[src/rtl/hazard_ctrl.sv]
// Pipeline hazard controller: memory-wait freeze with timeout, taken-branch flush,
// load-use bubble insertion, and a saturating stall-cycle counter.
module hazard_ctrl (
    input  logic        clock,
    input  logic        reset,
    input  logic [31:0] Instruction_id,
    input  logic        MemRead_ex,
    input  logic [4:0]  rt_ex,
    input  logic        branch_taken,
    input  logic        mem_req,
    input  logic        mem_ready,
    output logic        PCWrite,
    output logic        IFIDWrite,
    output logic        IFFlush,
    output logic        IDFlush,
    output logic        pipe_hold,
    output logic        mem_timeout,
    output logic        mem_err,
    output logic [15:0] stall_cycles
);

    localparam logic [0:0] RUN     = 1'b0;
    localparam logic [0:0] MEMWAIT = 1'b1;

    logic [0:0] state;
    logic [3:0] wait_cnt;

    logic [5:0] opcode;
    logic [4:0] rs_id;
    logic [4:0] rt_id;
    logic       uses_rt;
    logic       load_use;
    logic       at_limit;
    logic       pending;
    logic       freeze;
    logic       timeout;

    assign opcode  = Instruction_id[31:26];
    assign rs_id   = Instruction_id[25:21];
    assign rt_id   = Instruction_id[20:16];

    // R-type, sw, beq, bne read rt as a source; everything else writes or ignores it.
    assign uses_rt = (opcode == 6'h00) || (opcode == 6'h2B) ||
                     (opcode == 6'h04) || (opcode == 6'h05);

    assign load_use = MemRead_ex && (rt_ex != 5'd0) &&
                      ((rt_ex == rs_id) || (uses_rt && (rt_ex == rt_id)));

    assign pending  = mem_req && !mem_ready;
    assign at_limit = (state == MEMWAIT) && (wait_cnt == 4'd15);
    assign freeze   = pending && !at_limit;
    assign timeout  = pending && at_limit;

    always_comb begin
        PCWrite     = 1'b1;
        IFIDWrite   = 1'b1;
        IFFlush     = 1'b0;
        IDFlush     = 1'b0;
        pipe_hold   = 1'b0;
        mem_timeout = 1'b0;
        if (!reset) begin
            mem_timeout = timeout;
            if (freeze) begin
                PCWrite   = 1'b0;
                IFIDWrite = 1'b0;
                pipe_hold = 1'b1;
            end else if (branch_taken) begin
                IFFlush = 1'b1;
                IDFlush = 1'b1;
            end else if (load_use) begin
                PCWrite   = 1'b0;
                IFIDWrite = 1'b0;
                IDFlush   = 1'b1;
            end
        end
    end

    always_ff @(posedge clock or posedge reset) begin
        if (reset) begin
            state    <= RUN;
            wait_cnt <= 4'd0;
            mem_err  <= 1'b0;
        end else begin
            case (state)
                RUN: begin
                    if (pending) begin
                        state    <= MEMWAIT;
                        wait_cnt <= 4'd1;
                    end
                end
                default: begin
                    // Abandoning a wait drops back to RUN; a lingering request re-enters next cycle.
                    if (!pending || timeout) begin
                        state    <= RUN;
                        wait_cnt <= 4'd0;
                    end else begin
                        wait_cnt <= wait_cnt + 4'd1;
                    end
                end
            endcase
            if (timeout)
                mem_err <= 1'b1;
        end
    end

    always_ff @(posedge clock or posedge reset) begin
        if (reset)
            stall_cycles <= 16'd0;
        else if (!PCWrite && (stall_cycles != 16'hFFFF))
            stall_cycles <= stall_cycles + 16'd1;
    end

endmodule

[config.mk]
export PLATFORM = sky130hd
export DESIGN_NAME = hazard_ctrl
export DESIGN_NICKNAME = d
export VERILOG_FILES = /design/src/rtl/hazard_ctrl.sv
export SDC_FILE = /design/constraint.sdc
export NUM_CORES = 1
export LEC_CHECK = 0
export ABC_AREA = 1
export CELL_PAD_IN_SITES_DETAIL_PLACEMENT = 1
export CELL_PAD_IN_SITES_GLOBAL_PLACEMENT = 1
export CORE_ASPECT_RATIO = 0.7
export CORE_MARGIN = 8
export CORE_UTILIZATION = 25
export CTS_BUF_LIST = sky130_fd_sc_hd__clkbuf_8
export CTS_CLUSTER_SIZE = 8
export DETAILED_ROUTE_END_ITERATION = 8
export PLACE_DENSITY_LB_ADDON = 0.1
export REMOVE_ABC_BUFFERS = 1
export SYNTH_ARGS = -nofsm -noshare
export SYNTH_HDL_FRONTEND = slang
export SYNTH_SLANG_ARGS = --single-unit
[constraint.sdc]
create_clock -name clock -period 4.4 [get_ports clock]
set_input_delay 0.88 -clock clock [delete_from_list [all_inputs] [get_ports clock]]
set_output_delay 0.88 -clock clock [all_outputs]
set_load 0.01 [all_outputs]
After elaboration in Yosys (flattened, before gate mapping)

Index checks and enable logic that the tools add are counted.

Flip-flop bits (word level): 22
Input port bits: 43

Reduce and logical (&&, ||, !) cells: 20
Equal/unequal tests: 7
Mux-type cells: 20
Add/subtract/negate cells: 2

Operators with widths:

| kind                    | count |
|---|---|
| $mux W1                 | 17 |
| $add A16 B1 Y16 const B | 1 |
| $ne A16 B16 Y1 const B  | 1 |
| $eq A6 B3 Y1 const B    | 2 |
| $mux W4                 | 3 |
| $eq A5 B5 Y1            | 2 |
| $logic_and A1 B1 Y1     | 8 |
| $eq A6 B6 Y1 const B    | 1 |
| $logic_not A6 Y1        | 1 |
| $logic_or A1 B1 Y1      | 5 |
| $reduce_bool A5 Y1      | 1 |
| $add A4 B1 Y4 const B   | 1 |
| $eq A4 B4 Y1 const B    | 1 |
| $logic_not A1 Y1        | 4 |
| $reduce_bool A2 Y1      | 1 |

Longest topological paths before layout

Depth after elaboration: 13
Gate-level depth with buffers: 12

Least setup slack after synthesis

No wires, ideal clock.

Path kind: in2out
Start point: input mem_req
End point: output PCWrite
Arrival time: 1948 ps
Required time: 3520 ps
Path slack: 1572 ps
Stages: 11
Cells stage by stage: inv_2 -> nor2_4 -> inv_2 -> nor2_4 -> inv_2 -> nor2_2 -> inv_2 -> nand2_4 -> buf_4 -> inv_1 -> buf_4

Cells in the longest elaborated chain, start to end: 4

RTL lines:

| item                 | line | text |
|---|---|---|
| from (decl)          | 10   | `input logic mem_req,` |
| $logic_and A1 B1 Y1  | 49   | `assign pending = mem_req && !mem_ready;` |
| $logic_and A1 B1 Y1  | 51   | `assign freeze = pending && !at_limit;` |
| $mux W1 (2 in a row) | n/a  |  |
| to (decl)            | 12   | `output logic PCWrite,` |

No other way between the ends.

Worst setup path after layout

Start point: input rt_ex[3]
End point: output IFIDWrite

Cells in the longest elaborated chain, start to end: 8

RTL lines:

| item                  | line | text |
|---|---|---|
| from (decl)           | 8    | `input logic [4:0] rt_ex,` |
| $eq A5 B5 Y1          | 47   | `((rt_ex == rs_id) \|\| (uses_rt && (rt_ex == rt_id)));` |
| $logic_and A1 B1 Y1   | 47   |  |
| $logic_or A1 B1 Y1    | 47   |  |
| $logic_and A1 B1 Y1 * | 46   | `assign load_use = MemRead_ex && (rt_ex != 5'd0) &&` |
| $mux W1 *             | 70   | `end else if (load_use) begin` |
| $mux W1 *             | 67   | `end else if (branch_taken) begin` |
| $mux W1 *             | 63   | `if (freeze) begin` |
| $mux W1 *             | 61   | `if (!reset) begin` |
| to (decl)             | 13   | `output logic IFIDWrite,` |

Every way passes the cells marked *; elsewhere a longest branch is shown, timed or not.

==> flow_summary.yaml <==
placement:
  port_buffers: 49
  place_inst: 376
  dpl.hpwl_mm: 4.06
  globalplace.congestion: 0.726
  post_dp_cell_area_sq_mm: 0.00226
yosys:
  syn_inst: 237
  synth_most_common_cell: "nand2_1"
  synth-seq-cells: 22
  async_flop_share_pct: 100
  synth_top_cell_area_share_pct: 32.5
  ys.flop_type: "dfrtp_1"
  synthTopCellsByArea: "dfrtp_1 33%, nand2_1 14%, nand3_1 8.0%, xor2_1 7.2%, inv_1 6.7%"
  seq_area_frac_synth_pct: 32.5
  yosysTopAreaCell: "dfrtp_1"
  synth_area_per_cell_sq_um: 7.14
  netlist_area_sq_mm: 0.00169
  ys_types: 29
  synth_edf_count: 0
  ys_warn_count: 0
  synth_common_cells: "61 x nand2_1, 30 x inv_1, 27 x nand3_1"
critical_path:
  critical_path.cell_chain: "clkdlybuf4s50_1 > inv_2 > nand2_1 > nand2_1 > nor2_1 > nand3_1 > o21ai_2 > nand3_2 > nand2_4 > inv_1 > clkdlybuf4s50_1"
  crit_family: "buffers and inverters"
  cp_num_buf_inv: 4
  critical-path-slowest-cell: "clkdlybuf4s50_1"
  worst-endpoint-arrival_ns: 2.85
  critical_path_class: "primary input to primary output"
  cp-start-kind: "primary input"
  worstSetupEndpointType: "primary output"
  max_stage_delay_ns: 0.51
  worst_ep_required_time_ns: 3.52
  crit_fanout: 19
clock_network:
  cts_tree: "built"
  clk_pin_slew_ns: 0.09
  htreeDepth: 1
  cts_buffer_depth: 2
  hold_buffers: 0
  clock-sinks: 22
  cts-resized-gates: 0
  numCtsBuffers: 3
  post_cts_buffers: 0
  clkLatencyLatePin_ns: 0.27
  root_buffer: "clkbuf_8"
hold_path:
  hold_class: "flip-flop to flip-flop"
status:
  status: "finished, final reports clean"
timing:
  fin_crit_sh_pct: 84.8
  finalSetupTns_ns: 0
  drv_slew: 0
  fmax_mhz: 268
  setup_violations: 0
  final_hold_viol_count: 0
  slew_headroom_pct: 39.5
  fin_skew_ns: 0.00368
  rsz0062_at_grt: "no"
  tightest_slew_ns: 0.907
  period_needed_ns: 3.73
power:
  internal-power_mw: 0.425
  power_frac_seq_pct: 41.4
  power_mw: 0.612
  switching_power_mw: 0.186
  peakVddDrop_v: 0.000150
  power.leakage_nw: 1.09
  power_density_mw_per_mm2: 262
  power_frac_clock_pct: 31.6
  pwr-share-comb_pct: 27.0
  switching_share_pct: 30.4
finish:
  fill_cells: 843
  syn_to_final_growth_pct: 37.8
  postLayoutCoreUtil_pct: 35.0
  diodes: 0
  stdcell_count: 380
  nets: 332
  seq_area_sq_um: 551
  drive_above_1_share_pct: 13.3
  final_cell_area_sq_mm: 0.00233
  multi_input_area_sq_um: 955
global_route:
  grt.total_usage_pct: 11.1
  antenna_found_initial: 0
  grt-ovfl-total: 0
  grt_pass1_vias: 1656
  grt_max_degree: 23
  grt_pass1_wl_mm: 8.69
job:
  drv_cap: 0
drt:
  dr.pass1.iters: 4
  via_count: 1583
  vias_per_cell: 4.17
  ant_nets: 0
  first_iter_violations: 49
  wirelength_mm: 5.09
  routedWlPerCell_um: 13.4
  drc: 0
floorplanning:
  die-area_sq_mm: 0.00970
  start_util_pct: 25.4
  core-area_sq_mm: 0.00666
  io_pins: 66
  rows: 25
  die_h_um: 84.8
  die_w_um: 114
[power by group through the flow]
stage          logic [mW]  registers [mW]  clock network [mW]
3_5_place_dp        0.167           0.257                   0
6_report            0.165           0.253               0.193
5_1_grt             0.187           0.256               0.208
2_1_floorplan      0.0769           0.258                   0
3_3_place_gp        0.166           0.257                   0
4_1_cts             0.170           0.253               0.204
[sequential cells by signal (all words and copies together) (netlist names)]
signal        flops
stall_cycles     16
wait_cnt          4
mem_err           1
state             1
[worst paths after layout]
| check | from | to | slack [ns] | cells past startpoint |
|---|---|---|---|---|
| setup / recovery | rt_ex[3] | IFIDWrite | 0.67 | 11 |
| hold / removal | mem_err | mem_err | 0.48 | 2 |
| min in group asynchronous | reset | wait_cnt[2] | 1.29 | 2 |
| hold reg to reg | mem_err | mem_err | 0.48 | 2 |
| setup reg to reg | stall_cycles[0] | stall_cycles[5] | 2.41 | 9 |
| max in group asynchronous | reset | stall_cycles[4] | 2.56 | 2 |
[cells by family after synthesis]
family	synth area share, %
and+or+nand+nor	44.0
buffers and inverters	11.0
DFF	32.5
xor gates and xnor gates	8.80
AOI/OAI and AO/OA	2.14
adders and majority gates	1.48
[stage by stage]
step           setup WS [ns]  hold slack (ns)
2_1_floorplan           1.78            0.475
3_3_place_gp           0.665            0.450
3_5_place_dp           0.639            0.460
4_1_cts                0.639            0.484
5_1_grt                0.471            0.520
6_report               0.671            0.477
[routing by layer]
layer | global-route usage, % | share of wire (%) | vias to the layer above
li1 | - | - | 837
met3 | 3.05 | 4.0 | 2
met5 | 0 | 0 | -
met2 | 16.9 | 40 | 23
met1 | 15.4 | 55 | 721
met4 | 2.17 | 0.47 | 0
[worst reg2reg max path: cells and delay by family, from the launching register on]
kind,cells,cell delay (ns)
and+or+nand+nor,8,1.17
DFF,1,0.48
adders and majority gates,1,0.30
[final cells by class]
cell class	instances	area share, %
Clock buffer	3	1.77
Timing Repair Buffer	49	21.0
Tap cell	94	5.05
Multi-Input combinational cell	172	41.0
Inverter	39	6.28
Clock inverter	1	1.29
Sequential cell	22	23.6
[cell usage in the layout, fill, tap and decap left out]
cell,Yosys,layout
nor2_2,1,1
xor2_1,14,14
a21oi_1,1,1
nand4_1,6,6
nor3_1,6,6
nor3_2,1,1
dfrtp_1,22,22
clkdlybuf4s50_1,0,49
bufinv_16,0,1
nor2_4,4,4
inv_1,30,30
nor3_4,1,1
o21ai_2,1,1
ha_1,2,2
clkinv_1,1,1
nor4_2,1,1
o21ai_0,3,3
nand2_1,61,61
nor2_1,20,20
nand2_2,11,11
nand3_2,2,2
nand4_2,1,1
xnor2_1,3,3
inv_2,8,8
nor4_1,2,2
nand3_1,27,27
a211oi_1,1,1
nand2_4,3,3
clkbuf_8,0,3
(Power assumes the default switching activity.)
